`src/rtl/gba_event_bridge_if.sv`:
```
// gba_event_bridge_if
//   Groups the event-side inputs and the mclk-slot outputs of gba_event_bridge.
//   master: the event source / consumer side (drives mclk, evt_in, clr).
//   slave : the bridge itself (drives pulse_out, pending, overflow, slot_end).
//   Signals:
//     mclk       mclk level, sampled as data for slot alignment
//     evt_in     N single-cycle fclk event strobes
//     clr        synchronous flush of pending counts, overflow flags and pulses
//     pulse_out  N mclk-slot pulses
//     pending    N channel has undelivered events
//     overflow   N sticky lost-event flags (count-mode channels)
//     slot_end   1-cycle strobe when pulse_out updates
`timescale 1ns/1ps
interface gba_event_bridge_if #(
    parameter int unsigned N = 4
) ();
    logic         mclk;
    logic [N-1:0] evt_in;
    logic         clr;
    logic [N-1:0] pulse_out;
    logic [N-1:0] pending;
    logic [N-1:0] overflow;
    logic         slot_end;

    modport master (
        output mclk, evt_in, clr,
        input  pulse_out, pending, overflow, slot_end
    );

    modport slave (
        input  mclk, evt_in, clr,
        output pulse_out, pending, overflow, slot_end
    );
endinterface

```
`src/rtl/gba_event_bridge.sv`:
```
// gba_event_bridge
//   N-channel bridge from fclk-domain single-cycle event strobes to pulses that
//   last exactly one mclk period (RATIO fclk cycles) and are aligned to mclk.
//   Each channel either merges events (any number per slot -> one pulse) or
//   counts them (one pulse slot per event, saturating counter, sticky overflow).
//   Ports:
//     fclk      fast clock, all state on its rising edge
//     reset_n   asynchronous active-low reset
//     bus       gba_event_bridge_if slave modport (mclk, evt_in, clr in;
//               pulse_out, pending, overflow, slot_end out)
`timescale 1ns/1ps
module gba_event_bridge #(
    parameter int unsigned   N          = 4,
    parameter int unsigned   RATIO      = 4,
    parameter int unsigned   CNT_W      = 3,
    parameter logic [N-1:0]  COUNT_MASK = '0
) (
    input  logic                   fclk,
    input  logic                   reset_n,
    gba_event_bridge_if.slave      bus
);
    localparam int unsigned       SW   = ($clog2(RATIO) > 1) ? $clog2(RATIO) : 1;
    localparam logic [SW-1:0]     LAST = SW'(RATIO - 1);
    localparam logic [CNT_W-1:0]  CMAX = '1;

    logic [SW-1:0]    slot_q, slot_d;
    logic             mclk_q;
    logic             slot_end_q;
    logic [N-1:0]     pulse_q, pulse_d;
    logic [N-1:0]     ovf_q, ovf_d;
    logic [CNT_W-1:0] cnt_q [N];
    logic [CNT_W-1:0] cnt_d [N];

    logic boundary;
    logic mclk_rise;

    assign boundary  = (slot_q == LAST);
    assign mclk_rise = bus.mclk & ~mclk_q;

    // A rising mclk edge re-phases the counter so the next boundary lands on
    // the last fclk cycle before the following mclk rise; a boundary on the
    // same cycle still launches its pulses.
    always_comb begin
        slot_d = slot_q + SW'(1);
        if (mclk_rise) begin
            slot_d = SW'(1);
        end else if (boundary) begin
            slot_d = '0;
        end
    end

    always_comb begin
        logic dec;
        dec     = 1'b0;
        pulse_d = pulse_q;
        ovf_d   = ovf_q;
        for (int unsigned i = 0; i < N; i++) begin
            cnt_d[i] = cnt_q[i];
            dec      = 1'b0;
            if (bus.clr) begin
                cnt_d[i]   = '0;
                pulse_d[i] = 1'b0;
                ovf_d[i]   = 1'b0;
            end else if (COUNT_MASK[i]) begin
                dec = boundary && (cnt_q[i] != '0);
                if (boundary) begin
                    pulse_d[i] = (cnt_q[i] != '0);
                end
                if (bus.evt_in[i] && (cnt_q[i] == CMAX) && !dec) begin
                    ovf_d[i] = 1'b1;
                end else begin
                    cnt_d[i] = cnt_q[i] - CNT_W'(dec) + CNT_W'(bus.evt_in[i]);
                end
            end else begin
                // Merge mode: the counter is a 1-bit flag. A boundary-cycle
                // event restarts the flag so it belongs to the next slot.
                if (boundary) begin
                    pulse_d[i] = (cnt_q[i] != '0);
                    cnt_d[i]   = CNT_W'(bus.evt_in[i]);
                end else begin
                    cnt_d[i]   = CNT_W'((cnt_q[i] != '0) | bus.evt_in[i]);
                end
            end
        end
    end

    always_ff @(posedge fclk or negedge reset_n) begin
        if (!reset_n) begin
            slot_q     <= '0;
            mclk_q     <= 1'b0;
            slot_end_q <= 1'b0;
            pulse_q    <= '0;
            ovf_q      <= '0;
            for (int unsigned i = 0; i < N; i++) begin
                cnt_q[i] <= '0;
            end
        end else begin
            slot_q     <= slot_d;
            mclk_q     <= bus.mclk;
            slot_end_q <= boundary;
            pulse_q    <= pulse_d;
            ovf_q      <= ovf_d;
            for (int unsigned i = 0; i < N; i++) begin
                cnt_q[i] <= cnt_d[i];
            end
        end
    end

    always_comb begin
        bus.pending = '0;
        for (int unsigned i = 0; i < N; i++) begin
            bus.pending[i] = (cnt_q[i] != '0);
        end
    end

    assign bus.pulse_out = pulse_q;
    assign bus.overflow  = ovf_q;
    assign bus.slot_end  = slot_end_q;
endmodule
```
`src/flat_wrapper.sv`:
```
// flat-port wrapper written by rule: the top's interface ports become plain ports
module gba_event_bridge_flat 
#(
    parameter int unsigned   N          = 4,
    parameter int unsigned   RATIO      = 4,
    parameter int unsigned   CNT_W      = 3,
    parameter logic [N-1:0]  COUNT_MASK = '0
)
  (fclk, reset_n, bus_mclk, bus_evt_in, bus_clr, bus_pulse_out, bus_pending, bus_overflow, bus_slot_end);
  gba_event_bridge_if #(.N(N)) bus_i ();
  input  logic fclk;
  input  logic reset_n;
  input wire logic [$bits(bus_i.mclk)-1:0] bus_mclk;
  input wire logic [$bits(bus_i.evt_in)-1:0] bus_evt_in;
  input wire logic [$bits(bus_i.clr)-1:0] bus_clr;
  output wire logic [$bits(bus_i.pulse_out)-1:0] bus_pulse_out;
  output wire logic [$bits(bus_i.pending)-1:0] bus_pending;
  output wire logic [$bits(bus_i.overflow)-1:0] bus_overflow;
  output wire logic [$bits(bus_i.slot_end)-1:0] bus_slot_end;
  assign bus_i.mclk = bus_mclk;
  assign bus_i.evt_in = bus_evt_in;
  assign bus_i.clr = bus_clr;
  assign bus_pulse_out = bus_i.pulse_out;
  assign bus_pending = bus_i.pending;
  assign bus_overflow = bus_i.overflow;
  assign bus_slot_end = bus_i.slot_end;
  gba_event_bridge #(.N(N), .RATIO(RATIO), .CNT_W(CNT_W), .COUNT_MASK(COUNT_MASK)) u_core (.fclk(fclk), .reset_n(reset_n), .bus(bus_i));
endmodule
```
`config.mk`:
```
export PLATFORM = sky130hd
export DESIGN_NAME = gba_event_bridge_flat
export DESIGN_NICKNAME = d
export VERILOG_FILES = /design/src/rtl/gba_event_bridge_if.sv /design/src/rtl/gba_event_bridge.sv /design/src/flat_wrapper.sv
export SDC_FILE = /design/constraint.sdc
export NUM_CORES = 1
export LEC_CHECK = 0
export ABC_AREA = 1
export BUFFER_PORTS_ARGS = -buffer_cell sky130_fd_sc_hd__buf_2
export CAP_MARGIN = 15
export CORE_AREA = 2 2 39 41
export DETAILED_ROUTE_END_ITERATION = 8
export DIE_AREA = 0 0 41 43
export SLEW_MARGIN = 20
export SYNTH_ARGS = -nofsm -noshare
export SYNTH_HDL_FRONTEND = slang
export SYNTH_SLANG_ARGS = --single-unit
```
`constraint.sdc`:
```
create_clock -name fclk -period 1.4 [get_ports fclk]
set_clock_uncertainty 0.15 [all_clocks]
set_input_delay 0.28 -clock fclk [delete_from_list [all_inputs] [get_ports fclk]]
set_output_delay 0.28 -clock fclk [all_outputs]
set_load 0.01 [all_outputs]
```
Yosys cells after proc, flatten, opt, wreduce, memory -nomap -nowiden
Cells that the tools add are included.
{ "classes": {"addsub": 1, "eq_ne": 1, "mux": 18, "n_bitwise": 6, "n_reduce_logical": 5} }
{ "ops": {"columns": ["cell", "n"], "rows": [
  ["2-to-1 mux 3 bit", 8],
  ["nonzero test 3 bit", 4],
  ["2-to-1 mux 1 bit", 8],
  ["2-to-1 mux 2 bit", 2],
  ["bitwise OR 1 bit", 4],
  ["adder 2 x 1 -> 2 bit, second input constant", 1],
  ["== test 2 bit, second input constant", 1],
  ["nonzero test 2 bit", 1],
  ["bitwise AND 1 bit", 1],
  ["NOT 1 bit", 1]
]} }
{ "word_totals": {"ff_bits": 20, "in_bits": 8, "out_inout_bits": 13, "wordCells": 39} }

Depth between registers and ports, before layout
{ "depth": {"word_depth": 4, "ltp_mapped": 4} }

Least setup slack after synthesis
Ideal clock, no wire load.
{ "synth_timing": {"path_type": "register to register", "start": "register u_core.slot_q[0]", "end": "register u_core.pulse_q[0], in the netlist u_core.bus.pulse_out[0]", "setup_ns": 0.066, "arrival_ns": 0.921, "required_ns": 1.184, "setup_slack_ns": 0.264, "path_stages_with_launch": 5, "synth_period_minus_slack_ns": 1.136, "path_cell_list": "dfrtp_1 > ha_1 > nor2_4 > nand2_1 > nand2_1"} }
{ "synth_via": {"elab_chain_len": 2} }
{ "synth_rtl": {"columns": ["element", "line_no", "text"], "rows": [
  ["start: declaration", "gba_event_bridge.sv:26", "logic [SW-1:0] slot_q, slot_d;"],
  ["start signal: assignment", "gba_event_bridge.sv:98", "slot_q <= slot_d;"],
  ["== test 2 bit", "gba_event_bridge.sv:37", "assign boundary = (slot_q == LAST);"],
  ["via u_core.boundary", "gba_event_bridge.sv:34", "logic boundary;"],
  ["nonzero test 2 bit (no line)", null, null],
  ["end signal: assignment", "gba_event_bridge.sv:101", "pulse_q <= pulse_d;"],
  ["end: declaration", "gba_event_bridge.sv:29", "logic [N-1:0] pulse_q, pulse_d;"]
]} }
The timed path passes the listed nets, and every way through them passes these cells.
A chain may end at the register's enable or synchronous reset.

Worst setup path after layout
{ "layout_timing": {"start": "register u_core.slot_q[0]", "end": "register u_core.pulse_q[3], in the netlist u_core.bus.pulse_out[3]"} }
Same word-level chain as after synthesis.

==> results.yml <==
run_status:
  status: "finished, final reports clean"
critical_path:
  critical_path.max_fanout: 8
  worst_r2r_path_depth: 4
  timing.critical_path.required_ps: 1440
  reg2reg_setup_slack_ps: 170
  reg_to_reg_critical_path_startpoint: "u_core.slot_q[0]"
  timing.critical_path.from_type: "register"
  setup.worst_path.class: "reg2reg"
  critical_path_arrival_ps: 1270
  setup.worst_path.end: "u_core.bus.pulse_out[3]"
  rr_endpoint: "u_core.bus.pulse_out[3]"
  timing.critical_path.to_type: "register"
  critical_path.startpoint: "u_core.slot_q[0]"
timing:
  hold_ws_ps: 70.5
  final-setup-viol-count: 0
  period_minus_ws_final_ps: 1230
  grt_setup_unrepaired: "no"
  layout_setup_ws_ps: 170
  fmaxAchievable_mhz: 813
  final.period_utilization: 0.879
  drv_slew: 0
  timing.final.hold_violations: 0
  setup_tns_ps: 0
layout:
  n_fill_cell: 146
  area_used_by_multi_input_combinational_logic_um2: 150
  final_area_um2: 601
  final_core_util: 0.434
  final-instance-count-excl-fill: 84
  synthToLayoutAreaGrowth_pct: 26.0
  final_net_count: 79
  post_route_cells_drive_above_1_share: 0.294
  register_area_um2: 300
  antennaDiodeCount: 0
route:
  routed_wl_um: 749
  drtAntennaViolNets: 0
  dr_drc_count: 0
  first_iter_violations: 5
  vias_per_cell: 4.18
  wl_per_cell_um: 8.92
  num_vias: 351
  detailedRoute.firstPassIterationCount: 3
floorplan:
  row_count: 14
  initial_utilization: 0.344
  design.portCount: 21
  placeable_area_um2: 1380
  die-height_um: 43
  die_width_um: 41
  die-area_um2: 1760
placement:
  dpl.hpwl_um: 564
  dpl.cell_count: 79
  routabilityCongestion: 0.773
  post-place-ws_ps: 180
  post_dp_cell_area_um2: 558
  io_buffers: 16
logic_synthesis:
  synth-seq-cells: 12
  post_synth_instance_area_um2: 477
  seq_area_frac_synth: 0.630
  postSynthCellCount: 48
  yosys_cell_types: 10
  avgSynthCellArea_um2: 9.93
  synth_warnings: 0
grt:
  gr-total-overflow: 0
  grt_pass1_vias: 282
  grt_first_pass_wirelength_um: 1210
  initial_antenna_violation_count: 0
  grt_util_all_layers: 0.100
  grt_max_degree: 13
clock_network:
  tritoncts: "yes"
  ctsRootBufferMaster: "sky130_fd_sc_hd__clkbuf_4"
  clk_path_buf_depth: 2
  clk_pin_slew_worst_paths_ps: 70
  clock_latency_ps: 250
  cts-buffers-inserted: 3
  h_tree_levels: 1
  clock-sinks: 12
pwr:
  ir_worst_vdd_mv: 0.720
  power-per-cell-area_nw_per_um2: 1480
  finalPower_uw: 886
  cellLeakagePower_nw: 0.355
hold_path:
  hold_class: "in2reg"
flow_run:
  drv_cap: 0
==> metal layers <==
layer  share of wire  vias up  track usage
met3           0.061        0       0.0157
met2            0.50       11        0.125
met4               0        0       0.0600
met1            0.44      159        0.157
li1                -      181            -
met5               0        -            0
==> state kept, by name, summed over array words and instances (netlist names) <==
| name | flops |
|---|---|
| u_core.bus.pulse_out | 4 |
| u_core.mclk_q | 1 |
| u_core.bus.slot_end | 1 |
| u_core.cnt_q | 4 |
| u_core.slot_q | 2 |
==> cells by family (layout without fill, tap and decap cells) <==
logic type,after synthesis,count (layout),synth area share
adders and majority gates,1,1,0.0262
and+or+nand+nor,26,26,0.231
other,1,4,0.00787
AOI/OAI and AO/OA,2,2,0.0262
buffers and inverters,6,23,0.0787
DFF,12,12,0.630
==> placed cells by master (no fill, tap or decap) <==
cell and n:
sky130_fd_sc_hd__a21boi_0 1, sky130_fd_sc_hd__buf_2 16, sky130_fd_sc_hd__clkbuf_4 3, sky130_fd_sc_hd__conb_1 4, sky130_fd_sc_hd__dfrtp_1 12, sky130_fd_sc_hd__dlygate4sd3_1 2, sky130_fd_sc_hd__ha_1 1, sky130_fd_sc_hd__inv_1 2
sky130_fd_sc_hd__nand2_1 21, sky130_fd_sc_hd__nand3_1 4, sky130_fd_sc_hd__nor2_4 1, sky130_fd_sc_hd__o21ai_0 1
==> how the worst min path moves through the flow <==
stage,end,slack (ps),startpoint,cells past startpoint
2_1_floorplan,u_core.bus.pulse_out[0],-170,reset_n,0
3_3_place_gp,u_core.bus.pulse_out[1],20,reset_n,1
3_5_place_dp,u_core.bus.pulse_out[1],20,reset_n,1
4_1_cts,u_core.cnt_q[3],60,bus_evt_in[2],3
5_1_grt,u_core.cnt_q[6],60,bus_evt_in[1],3
6_report,u_core.cnt_q[9],70,bus_evt_in[0],3
==> power breakdown <==
group	switching (mW)	leakage (nW)	internal [mW]
clock	0.0938	0.0138	0.0989
combinational	0.135	0.188	0.0973
sequential	0.0362	0.153	0.425
==> repair_timing <==
| item | CTS | global route |
|---|---|---|
| resized for setup | 0 | 0 |
| setup endpoints to repair | 0 | 0 |
| buffers inserted | 0 | 0 |
| hold buffers | 2 | 0 |
| hold endpoints to repair | 13 | 0 |
==> cell usage after synthesis <==
library cell,n,share of area
sky130_fd_sc_hd__a21boi_0,1,0.016
sky130_fd_sc_hd__buf_4,4,0.063
sky130_fd_sc_hd__conb_1,1,0.0079
sky130_fd_sc_hd__dfrtp_1,12,0.63
sky130_fd_sc_hd__ha_1,1,0.026
sky130_fd_sc_hd__inv_1,2,0.016
sky130_fd_sc_hd__nand2_1,21,0.17
sky130_fd_sc_hd__nand3_1,4,0.042
sky130_fd_sc_hd__nor2_4,1,0.024
sky130_fd_sc_hd__o21ai_0,1,0.010
==> critical path: stages, from the launching register on <==
cell and delay [ps]:
sky130_fd_sc_hd__dfrtp_1 370, sky130_fd_sc_hd__ha_1 300, sky130_fd_sc_hd__nor2_4 220, sky130_fd_sc_hd__nand2_1 70
sky130_fd_sc_hd__nand2_1 60
==> area by class of cell <==
cell class              count  share of cell area
flip-flops and latches     12               0.500
multi-input cells          33               0.250
repair buffers             18               0.167
clock buffers               3              0.0375
well taps                  16              0.0333
inverters                   2              0.0125
Note: power is estimated with default switching activity, not from simulation.
